<file path="config.mk">
export PLATFORM = sky130hd
export DESIGN_NAME = reg_file_bank
export DESIGN_NICKNAME = d
export VERILOG_FILES = /design/src/rtl/reg_file_bank.sv
export SDC_FILE = /design/constraint.sdc
export NUM_CORES = 2
export LEC_CHECK = 0
export CORE_UTILIZATION = 50
export DETAILED_ROUTE_END_ITERATION = 7
export PLACE_DENSITY = 0.66
export RECOVER_POWER = 50
export SLEW_MARGIN = 20
export SYNTH_ARGS = -nofsm -noshare
export SYNTH_HDL_FRONTEND = slang
export SYNTH_SLANG_ARGS = --single-unit
</file>
<file path="constraint.sdc">
create_clock -name clk -period 2.3 [get_ports clk]
set_input_delay 0.23 -clock clk [delete_from_list [all_inputs] [get_ports clk]]
set_output_delay 0.23 -clock clk [all_outputs]
set_load 0.05 [all_outputs]
</file>
<file path="src/rtl/reg_file_bank.sv">
// reg_file_bank: 32 x WIDTH architectural register file with one synchronous
// write port, two combinational read ports, a hardwired zero register and
// write-to-read bypass. Each read port is bit-sliced: for every data bit a
// 32-bit column of that bit across all registers feeds one 32:1 mux. Each mux
// is split into two 16:1 halves chosen by address bit 4.
module reg_file_bank #(
  parameter int WIDTH    = 32,
  parameter int ZERO_REG = 31
) (
  input  logic             clk,
  input  logic             reset_n,
  input  logic             RegWrite,
  input  logic [4:0]       WriteReg,
  input  logic [WIDTH-1:0] WriteData,
  input  logic [4:0]       ReadReg1,
  input  logic [4:0]       ReadReg2,
  output logic [WIDTH-1:0] ReadData1,
  output logic [WIDTH-1:0] ReadData2
);

  localparam logic [4:0] ZERO_ADDR = 5'(ZERO_REG);

  // One-hot write enables. This vector is all zero when RegWrite is low.
  logic [31:0] we;
  assign we = RegWrite ? (32'd1 << WriteReg) : 32'd0;

  // Register contents as seen by the read muxes. The zero register row is
  // tied to 0 and has no flops behind it.
  logic [31:0][WIDTH-1:0] row;

  genvar gi, gj;
  generate
    for (gi = 0; gi < 32; gi++) begin : g_reg
      if (gi == ZERO_REG) begin : g_zero
        assign row[gi] = '0;
      end else begin : g_store
        logic [WIDTH-1:0] r_reg;
        // Reset clears the register and takes priority over a write. Otherwise
        // the register loads WriteData when it is the decoded target.
        always_ff @(posedge clk) begin
          if (!reset_n) begin
            r_reg <= '0;
          end else if (we[gi]) begin
            r_reg <= WriteData;
          end
        end
        assign row[gi] = r_reg;
      end
    end
  endgenerate

  // Raw storage read values, before the bypass is applied.
  logic [WIDTH-1:0] raw1;
  logic [WIDTH-1:0] raw2;

  generate
    for (gi = 0; gi < WIDTH; gi++) begin : g_bit
      logic [31:0] col;
      for (gj = 0; gj < 32; gj++) begin : g_col
        assign col[gj] = row[gj][gi];
      end
      logic [15:0] col_lo;
      logic [15:0] col_hi;
      assign col_lo = col[15:0];
      assign col_hi = col[31:16];
      // Each 16:1 half resolves the low four address bits. Address bit 4
      // then selects between the two halves, so the halves cannot mix.
      assign raw1[gi] = ReadReg1[4] ? col_hi[ReadReg1[3:0]] : col_lo[ReadReg1[3:0]];
      assign raw2[gi] = ReadReg2[4] ? col_hi[ReadReg2[3:0]] : col_lo[ReadReg2[3:0]];
    end
  endgenerate

  // The bypass forwards data being written this cycle. It is suppressed
  // during reset, because that write is discarded, and for the zero register.
  logic byp1;
  logic byp2;
  assign byp1 = RegWrite && reset_n && (WriteReg == ReadReg1) && (ReadReg1 != ZERO_ADDR);
  assign byp2 = RegWrite && reset_n && (WriteReg == ReadReg2) && (ReadReg2 != ZERO_ADDR);

  assign ReadData1 = byp1 ? WriteData : raw1;
  assign ReadData2 = byp2 ? WriteData : raw2;

endmodule

</file>
==> results_dict.tcl <==
set metrics [dict create \
    pwr-share-comb 0.132 \
    yosysMostFrequentCell "nand2_1" \
    nets 6221 \
    clkLatencyLatePin_ns 0.70 \
    cp.arrival_ns 2.61 \
    largest_reg_flops 992 \
    vias 49017 \
    crit_slowest_cell "mux4_2" \
    antenna_found_initial 7 \
    start_util 0.506 \
    p_clk_frac 0.443 \
    p_switching_uw 10800 \
    seq_power_share 0.425 \
    drt-total-wl_mm 208 \
    ant_nets 0 \
    yosysUniqueCellTypes 48 \
    grt_pass1_vias 47486 \
    drtPass1Iterations 8 \
    hold_path.class "in -> reg" \
    critPathMaxStageDelay_ns 0.45 \
    die_x_um 329 \
    min_period_ns 2.84 \
    cap_violations 0 \
    yosys_warnings 0 \
    numCtsBuffers 107 \
    dieArea_um2 108000 \
    wire_per_inst_um 27.1 \
    hold_viol_final 0 \
    max_clock_freq_ghz 0.352 \
    area_growth_pct 23.5 \
    dpl_cell_area_um2 61300 \
    die_y_um 329 \
    grt_first_pass_wirelength_mm 307 \
    drc 24 \
    outcome "complete, but fails checks" \
    violations "design-rule violations, negative setup slack" \
    clk_pin_slew_ns 0.06 \
    async_flop_share 0 \
    synth_edf_count 0 \
    stdcell_count 7654 \
    yosys_register_bits 992 \
    clockRootBuffer "clkbuf_16" \
    gp_congestion 0.945 \
    maxSlewViolCount 0 \
    netlist_top_cells_count "nand2_1, dfxtp_1, a21boi_0, clkbuf_1, mux4_2" \
    crit_fanout 2 \
    vias_per_cell 6.40 \
    worstMarginPinSlew_ns 1.23 \
    yosys.area.top_type "dfxtp_1" \
    worst_clock_skew_ns 0 \
    fin_crit_sh 1.24 \
    internal-power_uw 30100 \
    drtIter0Drc 6003 \
    synth_top_cell_area_share 0.372 \
    p_leak_uw 0.0222 \
    required_ns 2.07 \
    coreArea_um2 106000 \
    synth_area_um2 53400 \
    fillerInstances 8548 \
    ys.flop_type "dfxtp_1" \
    grt_max_degree 178 \
    relSlewSlack 0.183 \
    powerDensity_nw_per_um2 621 \
    tns_ns -47.04 \
    yosysSeqAreaShare 0.372 \
    io_buffers 113 \
    tritoncts "yes" \
    endpoint_kind "output port" \
    worst_slack_ns -0.541 \
    cts.sinks 992 \
    finalInstanceArea_um2 66000 \
    synth_top_cells_by_area "dfxtp_1, mux4_2, nand2_1" \
    syn_avg_cell_area_um2 8.85 \
    vdd_drop_max_v 0.000553 \
    postSynthCellCount 6034 \
    io_pins 114 \
    hpwl_mm 133 \
    layout-drive-gt1-share 0.267 \
    path_cells "mux4_2, o211ai_1, nand4_1, a31o_1, buf_12" \
    overflow 0 \
    grt_usage 0.379 \
    path_buf_inv 1 \
    rsz0062_at_grt "yes" \
    synth.net_count 6084 \
    cts_max_level 3 \
    finalPower_uw 41000 \
    netSwitchingFraction 0.265 \
    placed_cells 7447 \
    worst_setup_path_start_kind "flop" \
    worstSetupPathType "reg -> out" \
    finalSetupViolations 389 \
    cp_top_family "compound AO/OA/AOI/OAI gates" \
    rows 119 \
    clock_path_buffers 3 \
]
## worst paths after layout
check	start	endpoint	slack, ns	cells after the start
setup reg to reg	g_reg[17].g_store.r_reg[0]$_SDFFE_PN0P_	g_reg[17].g_store.r_reg[0]$_SDFFE_PN0P_	1.52	2
hold / removal	reset_n	g_reg[24].g_store.r_reg[1]$_SDFFE_PN0P_	0.05	3
hold reg to reg	g_reg[19].g_store.r_reg[30]$_SDFFE_PN0P_	g_reg[19].g_store.r_reg[30]$_SDFFE_PN0P_	0.46	2
setup / recovery	g_reg[27].g_store.r_reg[28]$_SDFFE_PN0P_	ReadData2[28]	-0.54	5
## per-layer routing
metal | up-vias | global-route usage | part of all wire
met2 | 3196 | 0.578 | 0.44
met1 | 23763 | 0.487 | 0.37
met4 | 2 | 0.206 | 0.061
li1 | 21227 | - | -
met5 | - | 0 | 0.000058
met3 | 829 | 0.102 | 0.13
## through the flow
step	hold WS [ns]	setup WS, ns	util
global route	0.0476	-0.578	0.625
CTS	0.0247	-0.516	0.627
finish	0.0541	-0.541	0.625
floorplan	0.441	-0.246	-
detailed placement	0.455	-0.404	0.581
global placement	0.448	-0.386	0.581
## timing repair
item                                    CTS  global route
resized for setup                       292            93
cloned                                    1             0
setup buffers                            18             4
endpoints found under the setup margin   64            64
hold buffers                              0             0
pin swaps                               159            77
## kinds of logic after synthesis
kind of cell | after synthesis | synth area share
buffers and inverters | 712 | 0.0580
DFF | 992 | 0.372
xor gates and xnor gates | 8 | 0.00131
AOI/OAI and AO/OA | 1413 | 0.196
muxes | 545 | 0.201
and+or+nand+nor | 2364 | 0.173
## power by group through the flow
stage          combinational, µW  sequential [µW]  clock (µW)
2_1_floorplan               2670            17700           0
3_3_place_gp                5060            17800           0
3_5_place_dp                5070            17800           0
4_1_cts                     5270            17400       18200
5_1_grt                     5530            17400       18900
6_report                    5410            17400       18200
## final cells by class
class | count | area [µm²] | area share
clock buffer | 152 | 3050 | 0.0462
sequential | 992 | 20000 | 0.303
antenna | 6 | 15.0 | 0.000228
timing repair buffer | 675 | 7930 | 0.120
clock inverter | 43 | 616 | 0.00933
multi-input combinational | 4330 | 32400 | 0.491
tap | 1391 | 1740 | 0.0264
inverter | 65 | 244 | 0.00370
## layout by cell type, fill, tap and decap left out, drive strengths merged, types with 4 or more instances in the layout
master         instances
nand2               2091
a21boi               992
dfxtp                992
buf                  595
mux4                 415
clkbuf               192
nor2                 137
a22oi                 94
inv                   66
mux2                  65
mux2i                 65
o22ai                 65
nand2b                38
clkdlybuf4s50         36
nand3                 35
a21oi                 33
o21ai                 33
a31oi                 33
a22o                  32
o211ai                32
o31ai                 32
o221ai                31
a31o                  31
nand4                 30
clkinv                27
bufinv                12
xor2                   8
diode                  6
nor2b                  6
or2                    6
nor3                   4
nor3b                  4
## worst register-to-register path: stages, from the launching register on
cell and delay, ns:
dfxtp_1 0.36, nand2_1 0.09, a21boi_0 0.25
(Power assumes the default switching activity.)
